## config.mk

```make
export PLATFORM = sky130hd
export DESIGN_NAME = bus_arbiter
export DESIGN_NICKNAME = d
export VERILOG_FILES = /design/src/rtl/bus_arbiter.sv
export SDC_FILE = /design/constraint.sdc
export NUM_CORES = 1
export LEC_CHECK = 0
export BUFFER_PORTS_ARGS = -buffer_cell sky130_fd_sc_hd__buf_2
export CAP_MARGIN = 20
export CORE_ASPECT_RATIO = 0.9
export CORE_MARGIN = 5
export CORE_UTILIZATION = 44
export DETAILED_ROUTE_END_ITERATION = 8
export GPL_TIMING_DRIVEN = 1
export PLACE_DENSITY = 0.75
export SLEW_MARGIN = 10
export SYNTH_ARGS = -nofsm -noshare
export SYNTH_HDL_FRONTEND = slang
export SYNTH_SLANG_ARGS = --single-unit
```

## constraint.sdc

```tcl
create_clock -name clk -period 1.7 [get_ports clk]
set_input_delay 0.085 -clock clk [delete_from_list [all_inputs] [get_ports clk]]
set_output_delay 0.085 -clock clk [all_outputs]
set_load 0.05 [all_outputs]
```

## src/rtl/bus_arbiter.sv

```systemverilog
// Two-core snooping bus arbiter: round-robin ownership, then snoop, data transfer and
// invalidate phases. Outputs are Moore-decoded from the registered transaction state.
module bus_arbiter #(
    parameter int ADDR_W      = 13,
    parameter int TIMEOUT_CYC = 255,
    parameter int CNT_W       = 8
) (
    input  logic              clk,
    input  logic              rst_n,
    input  logic              req0,
    input  logic              req1,
    input  logic [1:0]        op0,
    input  logic [1:0]        op1,
    input  logic [ADDR_W-1:0] bico0,
    input  logic [ADDR_W-1:0] bico1,
    input  logic              found0,
    input  logic              found1,
    input  logic              u_rdy,
    output logic              grant0,
    output logic              grant1,
    output logic [ADDR_W-1:0] boci,
    output logic              search0,
    output logic              search1,
    output logic              inval0,
    output logic              inval1,
    output logic [1:0]        datasel0,
    output logic [1:0]        datasel1,
    output logic              bus_err
);

    typedef enum logic [2:0] {
        S_IDLE    = 3'd0,
        S_SNOOP   = 3'd1,
        S_XFER    = 3'd2,
        S_INVAL   = 3'd3,
        S_RELEASE = 3'd4
    } state_t;

    localparam logic [1:0] OP_READ_MISS  = 2'b00;
    localparam logic [1:0] OP_WRITE_MISS = 2'b01;
    localparam logic [1:0] OP_INVALIDATE = 2'b10;
    localparam logic [1:0] OP_EVICT      = 2'b11;
    localparam logic [1:0] SRC_DMEM      = 2'b00;
    localparam logic [1:0] SRC_OTHER     = 2'b01;
    localparam logic [CNT_W-1:0] CNT_LAST = CNT_W'(TIMEOUT_CYC - 1);

    state_t            r_state;
    logic              r_owner;
    logic              r_last_owner;
    logic [1:0]        r_op;
    logic [ADDR_W-1:0] r_addr;
    logic              r_found;
    logic [CNT_W-1:0]  r_cnt;
    logic              r_bus_err;

    logic              w_any_req;
    logic              w_winner;
    logic [1:0]        w_op_win;
    logic [ADDR_W-1:0] w_bico_win;
    logic              w_found_other;

    // Arbitration: a lone requester wins, a tie goes to the core not served last.
    always_comb begin
        w_any_req = req0 | req1;
        if (req0 && req1) begin
            w_winner = ~r_last_owner;
        end else if (req1) begin
            w_winner = 1'b1;
        end else begin
            w_winner = 1'b0;
        end
        w_op_win      = w_winner ? op1 : op0;
        w_bico_win    = w_winner ? bico1 : bico0;
        w_found_other = r_owner ? found0 : found1;
    end

    // Transaction sequencer; requests are only looked at in IDLE.
    always_ff @(posedge clk) begin
        if (!rst_n) begin
            r_state      <= S_IDLE;
            r_owner      <= 1'b0;
            r_last_owner <= 1'b1;
            r_op         <= OP_READ_MISS;
            r_addr       <= {ADDR_W{1'b0}};
            r_found      <= 1'b0;
            r_cnt        <= {CNT_W{1'b0}};
            r_bus_err    <= 1'b0;
        end else begin
            case (r_state)
                S_IDLE: begin
                    // Cleared here so an EVICT (no snoop) always sources dmem.
                    r_found <= 1'b0;
                    if (w_any_req) begin
                        r_owner <= w_winner;
                        r_op    <= w_op_win;
                        r_addr  <= w_bico_win;
                        case (w_op_win)
                            OP_READ_MISS:  r_state <= S_SNOOP;
                            OP_WRITE_MISS: r_state <= S_SNOOP;
                            OP_INVALIDATE: r_state <= S_INVAL;
                            OP_EVICT:      r_state <= S_XFER;
                            default:       r_state <= S_IDLE;
                        endcase
                    end else begin
                        r_state <= S_IDLE;
                    end
                end
                S_SNOOP: begin
                    r_found <= w_found_other;
                    r_state <= S_XFER;
                end
                S_XFER: begin
                    if (r_found || u_rdy) begin
                        r_state <= (r_op == OP_WRITE_MISS) ? S_INVAL : S_RELEASE;
                    end else if (r_cnt == CNT_LAST) begin
                        r_bus_err <= 1'b1;
                        r_state   <= S_RELEASE;
                    end else begin
                        r_cnt <= r_cnt + {{(CNT_W-1){1'b0}}, 1'b1};
                    end
                end
                S_INVAL: begin
                    r_state <= S_RELEASE;
                end
                S_RELEASE: begin
                    r_last_owner <= r_owner;
                    r_cnt        <= {CNT_W{1'b0}};
                    r_state      <= S_IDLE;
                end
                default: begin
                    r_state <= S_IDLE;
                end
            endcase
        end
    end

    // Moore output decode from the registered transaction context.
    always_comb begin
        grant0   = 1'b0;
        grant1   = 1'b0;
        search0  = 1'b0;
        search1  = 1'b0;
        inval0   = 1'b0;
        inval1   = 1'b0;
        datasel0 = SRC_DMEM;
        datasel1 = SRC_DMEM;
        boci     = {ADDR_W{1'b0}};
        bus_err  = r_bus_err;
        case (r_state)
            S_SNOOP: begin
                boci = r_addr;
                if (r_owner) begin
                    search0 = 1'b1;
                end else begin
                    search1 = 1'b1;
                end
            end
            S_XFER: begin
                boci = r_addr;
                if (r_owner) begin
                    grant1   = 1'b1;
                    datasel1 = r_found ? SRC_OTHER : SRC_DMEM;
                end else begin
                    grant0   = 1'b1;
                    datasel0 = r_found ? SRC_OTHER : SRC_DMEM;
                end
            end
            S_INVAL: begin
                boci = r_addr;
                if (r_owner) begin
                    grant1 = 1'b1;
                    inval0 = 1'b1;
                end else begin
                    grant0 = 1'b1;
                    inval1 = 1'b1;
                end
            end
            default: begin
                boci = {ADDR_W{1'b0}};
            end
        endcase
    end

endmodule

```

== After elaboration in Yosys (flattened, before gate mapping) ==
Cells that the tools add are included.
Operators by class
  add/subtract/negate cells: 1
  equal/unequal tests: 12
  mux-type cells: 29
  bitwise logic cells: 3
  reduce and logical (&&, ||, !) cells: 12
Operators with widths (count)
  13-bit two-way mux: 2
  1-bit two-way mux: 16
  8-bit two-way mux: 2
  8-bit one-hot mux with 2 select lines: 1
  3-bit two-way mux: 4
  3-bit one-hot mux with 4 select lines: 1
  3-bit one-hot mux with 3 select lines: 1
  8-bit by 1-bit adder with 8-bit output (second input constant): 1
  8-bit == test (second input constant): 1
  3-bit by 2-bit == test with 1-bit output (second input constant): 2
  3-bit AND reduction: 2
  2-bit by 1-bit == test with 1-bit output (second input constant): 2
  2-bit == test (second input constant): 2
  2-bit inequality test (second input constant): 2
  2-bit nonzero test: 2
  2-bit OR reduction: 2
  3-bit by 1-bit == test with 1-bit output (second input constant): 1
  3-bit == test (second input constant): 1
  3-bit logical NOT: 1
  3-bit inequality test (second input constant): 1
  3-bit OR reduction: 1
  2-bit logical NOT: 1
  2-bit two-way mux: 1
  1-bit NOT: 2
  other kinds (5): 5
Storage, ports and cells
  register bits: 30
  input port bits: 37
  output and inout port bits: 24
  word-level logic and storage cells: 65

== Longest topological paths before layout ==
Gate-level depths: netlist of the first run.
  depth in word-level cells: 8
  depth in mapped cells: 6

== Worst setup path after synthesis of the first run ==
OpenSTA, ideal clock, no wires.
  path kind: flip-flop to output port
  start point: register r_state[0]
  end point: output port datasel0[0]
  arrival: 2.165 ns
  data required time: 1.615 ns
  slack: -0.550 ns
  cell stages (with the launch flop): 3
  buffers on the path: 1
  path through: dfxtp_1 -> clkbuf_1 -> nor4b_1
Between the ends
  word-level cells in the longest chain between the ends: 2
Ends and longest elaborated chain
  start, declared: line 47  | state_t r_state;
  start signal, assigned: line 114  | r_state <= (r_op == OP_WRITE_MISS) ? S_INVAL : S_RELEASE;
  3-bit by 2-bit == test with 1-bit output: line 149  | case (r_state)
  1-bit two-way mux: line 149
  end, declared: line 26  | output logic [1:0] datasel0,
No other way between the ends.

== Worst setup path after layout of the first run ==
  start point: register r_state[2]
  end point: register r_cnt[7]
Between the ends
  word-level cells in the longest chain between the ends: 3
  elaborated cells between the ends (all ways): 7
  classes of those cells: eq/ne: 4; mux: 1; reduce/logical: 2
Ends and longest elaborated chain
  3-bit by 2-bit == test with 1-bit output or 3-bit == test (tied branches): line 89  | case (r_state)
  2-bit inequality test (no source line) or 2-bit nonzero test (tied branches)
  3-bit AND reduction (no source line)
  end signal, assigned: line 86  | r_cnt <= {CNT_W{1'b0}};
  end signal, assigned: line 119  | r_cnt <= r_cnt + {{(CNT_W-1){1'b0}}, 1'b1};
  end signal, assigned: line 127  | r_cnt <= {CNT_W{1'b0}};
  end, declared: line 53  | logic [CNT_W-1:0] r_cnt;
Parallel ways exist; a longest one is shown, timed or not.
A chain may end at the register's enable or synchronous reset.

==> metrics.cfg, run 1 <==
[floorplanning]
die_area_um2=5050
die_w_um=74.4
core_area_um2=3650
initial_core_util_pct=44.9
io_pins=61
rows=21
die_h_um=67.9

[final_layout]
fin_nets=293
finish.utilization_pct=61.2
final_cell_mix=45 x buf_2, 28 x dfxtp_1, 22 x nand2_1
diodes=0
final_common_cell=buf_2
fin_area_um2=2230
fillers=318
drive_above_1_share_pct=37.3
area_growth_pct=36.2

[pwr]
peakVddDrop_mv=0.775
power_density_nw_per_um2=1050
leakage_uw=0.00110

[setup_path]
cp.arrival_ns=1.91
crit_slowest_cell=or4_4
critPathMaxStageDelay_ns=0.54
timing.critical_path.cells=nand2b_4, or4_4, or4_1, a21oi_1
cp_top_family=simple AND/OR/NAND/NOR gates
crit_required_ns=1.92
cp.buffers_inverters=0
crit_path_end_kind=register
crit_fanout=7
timing_worst_setup_path_type=reg -> reg
cp-start-kind=register

[route]
remaining_drc_errors=0
ant_nets=0
drt-wirelength-per-cell_um=13.7
drt-pass1-iter-count=4
via_per_inst=5.37
vias=1617
routed_wl_um=4130
drt_iter0_drc=120

[timing]
maxSlewViolCount=0
layout_min_cycle_time_ns=1.69
fin_skew_ns=0.00796
rsz0062_at_grt=true
post-route-period-util_pct=99.3
report.final.hold_viol_count=0
setup_viol=0
hold_slack_ns=0.102
max_freq_mhz=593

[place]
port_buffers=58
globalplace.congestion=0.809
post-dp-hpwl_um=2980
place_area_um2=2050

[synthesis]
ys_warn_count=0
ys_types=41
syn_inst=186
synthesis.area_um2=1640
synthFlopType=dfxtp_1
async_flop_share_pct=0
syn_area_per_cell_um2=8.82
ys_ff_latch=30
synth_edf_count=0
seq_area_frac_synth_pct=36.6

[clock_network]
cts.path.max_buffers=2
path_clk_slew_ns=0.07
root_buffer=clkbuf_8
clkLatencyLatePin_ns=0.29
cts_inserted_buffers=5
htreeDepth=2
cts_tree=done
hold_buffers=0
numClockSinks=30

[status]
status=finished, final reports clean

[global_route]
grt.overflow.total=0
antenna_found_initial=0
grt_pass1_vias=1512
grt_use_total_pct=16.3
grt_max_degree=31
grt_pass1_wl_um=6380

[run]
max-cap-violations=0

[worst_hold_path]
hold_class=in -> reg

==> kinds of logic after synthesis <==
kind of cell,count (synthesis),synth area share [%]
muxes,18,11.0
and+or+nand+nor,78,26.2
AOI/OAI and AO/OA,41,19.8
buffers and inverters,16,4.65
adders and majority gates,2,1.53
DFF,30,36.6
other,1,0.229
==> final timing paths <==
kind                                               end               startpoint  depth (start not counted)  slack (ns)
worst min register to register  r_addr[3]$_SDFFE_PN0P_   r_addr[3]$_SDFFE_PN0P_                          1        0.49
worst min-delay path            r_addr[0]$_SDFFE_PN0P_                    rst_n                          2        0.10
worst max register to register   r_cnt[7]$_SDFFE_PN0P_  r_state[2]$_SDFFE_PN0P_                          4        0.01
worst max-delay path             r_cnt[7]$_SDFFE_PN0P_  r_state[2]$_SDFFE_PN0P_                          4        0.01
==> repair_timing <==
item / 4_1_cts / 5_1_grt
setup endpoints to repair: 0 / 17
setup buffers: 0 / 2
resized for setup: 0 / 27
==> Yosys cell counts (4+ instances only) <==
master,number,area share [%]
dfxtp_1,30,37
nand2_1,23,5.3
mux2i_1,18,11
and2_1,16,6.1
o211a_1,16,9.8
nor2_1,9,2.1
clkbuf_1,8,1.8
a21oi_1,7,2.1
nand3_1,4,1.2
nor2b_1,4,1.5
o21ai_0,4,1.2
or4_1,4,1.8
==> layer usage <==
metal	track usage [%]	vias up	share of wire [%]
met1	20.0	743	44
met4	7.78	0	1.6
met2	26.4	59	47
met5	0	-	0
li1	-	808	-
met3	4.55	7	7.6
==> sequential cells by signal, summed over array words and instances (netlist names) <==
register / count
r_addr: 13
r_last_owner: 1
bus_err: 1
r_owner: 1
r_state: 3
r_op: 2
r_cnt: 8
r_found: 1
==> stage by stage <==
| stage | power, µW | TNS [ns] | std cells | setup slack (ns) |
|---|---|---|---|---|
| 6_report | 2340 | 0 | 301 | 0.0127 |
| 5_1_grt | 2480 | -0.0382 | 301 | -0.0212 |
| 4_1_cts | 2310 | 0 | 299 | 0.0183 |
| 3_5_place_dp | 1720 | 0 | 291 | 0.0255 |
| 3_3_place_gp | 1700 | 0 | 291 | 0.0662 |
| 2_1_floorplan | 1470 | -0.0184 | 187 | -0.0184 |
==> report_power, final <==
group | internal [µW] | switching [µW] | total, µW
Clock | 326 | 270 | 596
Sequential | 808 | 60.5 | 869
Combinational | 344 | 529 | 873
==> layout make-up <==
| type | instances | area (µm²) | area share (%) |
|---|---|---|---|
| multi-input combinational | 141 | 1020 | 45.6 |
| sequential | 30 | 603 | 27.0 |
| timing repair buffer | 73 | 452 | 20.2 |
| clock buffer | 7 | 86.3 | 3.86 |
| tap | 46 | 57.6 | 2.58 |
| inverter | 3 | 11.3 | 0.504 |
| clock inverter | 1 | 5.00 | 0.224 |
Power figures use the tool's default switching activity.
==> inputs of run 2 (changes only) <==
--- a/config.mk
+++ b/config.mk
@@ -6,13 +6,13 @@
 export NUM_CORES = 1
 export LEC_CHECK = 0
 export BUFFER_PORTS_ARGS = -buffer_cell sky130_fd_sc_hd__buf_2
-export CAP_MARGIN = 20
 export CORE_ASPECT_RATIO = 0.9
 export CORE_MARGIN = 5
 export CORE_UTILIZATION = 44
 export DETAILED_ROUTE_END_ITERATION = 8
 export GPL_TIMING_DRIVEN = 1
 export PLACE_DENSITY = 0.75
+export SETUP_SLACK_MARGIN = 0.2
 export SLEW_MARGIN = 10
 export SYNTH_ARGS = -nofsm -noshare
 export SYNTH_HDL_FRONTEND = slang
==> run 2 against run 1 <==
The run now ends with setup timing left. Count of clock-buffer cells in the layout is the same. Largest power group unchanged. Sequential share of layout area shrank 3.7 points. Combinational power grew 33%. Highest routed layer unchanged.
==> metrics.cfg, run 2 (synthesized netlist as in run 1, its figures left out) <==
[setup_path]
crit_required_ns=1.87  ; -0.05 ns
crit_path_end_kind=register
cp.arrival_ns=1.89  ; -0.02 ns
crit_fanout=8  ; +1
r2r_cells=5  ; +1
timing_worst_setup_path_type=reg -> reg
cp-start-kind=register

[run]
max-cap-violations=0  ; unchanged

[clock_network]
numClockSinks=30  ; unchanged
clkLatencyLatePin_ns=0.29  ; about the same
htreeDepth=2  ; unchanged
cts_inserted_buffers=5  ; unchanged
root_buffer=clkbuf_8
cts.path.max_buffers=2  ; unchanged
cts_tree=done
path_clk_slew_ns=0.07  ; about the same
hold_buffers=0  ; unchanged

[status]
status=complete, but fails checks
violations=setup timing

[place]
place_ws_ns=0.0265  ; +0.000956 ns
dpl.cell_count=291  ; unchanged
globalplace.congestion=0.841  ; +4.0%
post-dp-hpwl_um=2990  ; +0.35%
port_buffers=58  ; unchanged

[timing]
setup_ws_ns=-0.0149  ; -0.0276 ns
fin_skew_ns=0.00522  ; -0.00274 ns
setup-tns-final_ns=-0.0149  ; -0.0149 ns
max_freq_mhz=583  ; -1.6%
maxSlewViolCount=0  ; unchanged
setup_viol=1  ; +1
post-route-period-util_pct=101  ; +1.6 points
layout_min_cycle_time_ns=1.71  ; +0.0276 ns
rsz0062_at_grt=true
report.final.hold_viol_count=0  ; unchanged

[pwr]
leakage_uw=0.00126  ; +15%
finalPower_uw=2600  ; +11%
p_clk_share_pct=21.3  ; -4.2 points
swShare_pct=36.8  ; +0.068 points
p_sw_uw=956  ; +11%
peakVddDrop_mv=0.849  ; +9.5%
power_density_nw_per_um2=995  ; -4.9%
p_int_uw=1640  ; +11%
p_comb_share_pct=44.8  ; +7.5 points
pwr-share-seq_pct=34.0  ; -3.2 points

[route]
ant_nets=0  ; unchanged
drt-pass1-iter-count=4  ; unchanged
routed_wl_um=4900  ; +19%
remaining_drc_errors=0  ; unchanged
drt-wirelength-per-cell_um=15.6  ; +14%
via_per_inst=5.42  ; +0.86%
vias=1696  ; +4.9%
drt_iter0_drc=117  ; -2.5%

[global_route]
grt_use_total_pct=20.3  ; +4.0 points
antenna_found_initial=0  ; unchanged
grt.overflow.total=0  ; unchanged
grt_pass1_vias=1705  ; +13%
grt_pass1_wl_um=7730  ; +21%
grt_max_degree=21  ; -32%

[final_layout]
final_cell_mix=38 x buf_2, 26 x dfxtp_1, 22 x nand2_1, 22 x buf_6
diodes=0  ; unchanged
area_growth_pct=59.1
reg.largest.list=r_addr: 13 flops, r_cnt: 8 flops, r_state: 3 flops
final_common_cell=buf_2
largest_register_ffs=13  ; unchanged
regMostFlops=r_addr
drive_above_1_share_pct=50.9  ; +14 points
fillers=268  ; -16%
fin_nets=306  ; +4.4%
finalNonFillerCells=313  ; +4.0%

[floorplanning]
die_h_um=67.9  ; unchanged
io_pins=61  ; unchanged
initial_core_util_pct=44.9  ; unchanged
die_w_um=74.4  ; unchanged
die_area_um2=5050  ; unchanged
rows=21  ; unchanged
core_area_um2=3650  ; unchanged

[worst_hold_path]
hold_class=in -> reg
min_delay_path_depth=2  ; unchanged

## run 2: what timing repair did
action | in CTS | in global routing
gates resized for setup | 43 | 52
cloned | 2 | 1
setup buffers | 6 | 6
endpoints found under the hold margin | 0 | 0
endpoints found under the setup margin | 36 | 45
pin swaps | 2 | 11
## run 2: per-stage QoR
stage	utilization, %	area (µm²)	hold WS (ns)
3_5_place_dp	56.8	2070	0.388
4_1_cts	64.4	2350	0.109
5_1_grt	71.5	2610	0.123
6_report	71.5	2610	0.121
3_3_place_gp	56.8	2070	0.378
2_1_floorplan	-	1680	0.213
## run 2: worst max-delay path, cell delays in order, from the launching register on
cell and delay, ns:
dfxtp_2 0.32, nand2b_4 0.13, or4_4 0.55, buf_6 0.16, o41ai_4 0.34, a21oi_2 0.09
## run 2: final timing paths
path	startpoint	end	slack [ns]
setup / recovery	r_state[2]$_SDFFE_PN0P_	r_cnt[7]$_SDFFE_PN0P_	-0.01
setup reg to reg	r_state[2]$_SDFFE_PN0P_	r_cnt[7]$_SDFFE_PN0P_	-0.01
hold / removal	rst_n	r_last_owner$_SDFFE_PN1P_	0.12
hold reg to reg	r_addr[7]$_SDFFE_PN0P_	r_addr[7]$_SDFFE_PN0P_	0.49
## run 2: routing by layer
metal / wire [µm] / GRT usage [%] / part of all wire, %
met1: 1940 / 22.7 / 40
met2: 2410 / 33.4 / 49
met3: 465 / 8.81 / 9.5
met4: 78 / 9.11 / 1.6
met5: 0 / 0 / 0
## run 2: power by group through the flow
stage	Sequential [µW]	Clock [µW]	Combinational [µW]
5_1_grt	895	591	1250
6_report	882	552	1160
3_5_place_dp	886	0	843
4_1_cts	875	554	986
3_3_place_gp	880	0	829
2_1_floorplan	869	0	609
## run 2: cell type report
cell class	instances	area [µm²]	share of cell area (%)
multi-input combinational	142	1170	44.9
timing repair buffer	85	686	26.3
sequential	30	608	23.3
clock buffer	7	76.3	2.92
tap	46	57.6	2.21
inverter	3	11.3	0.431
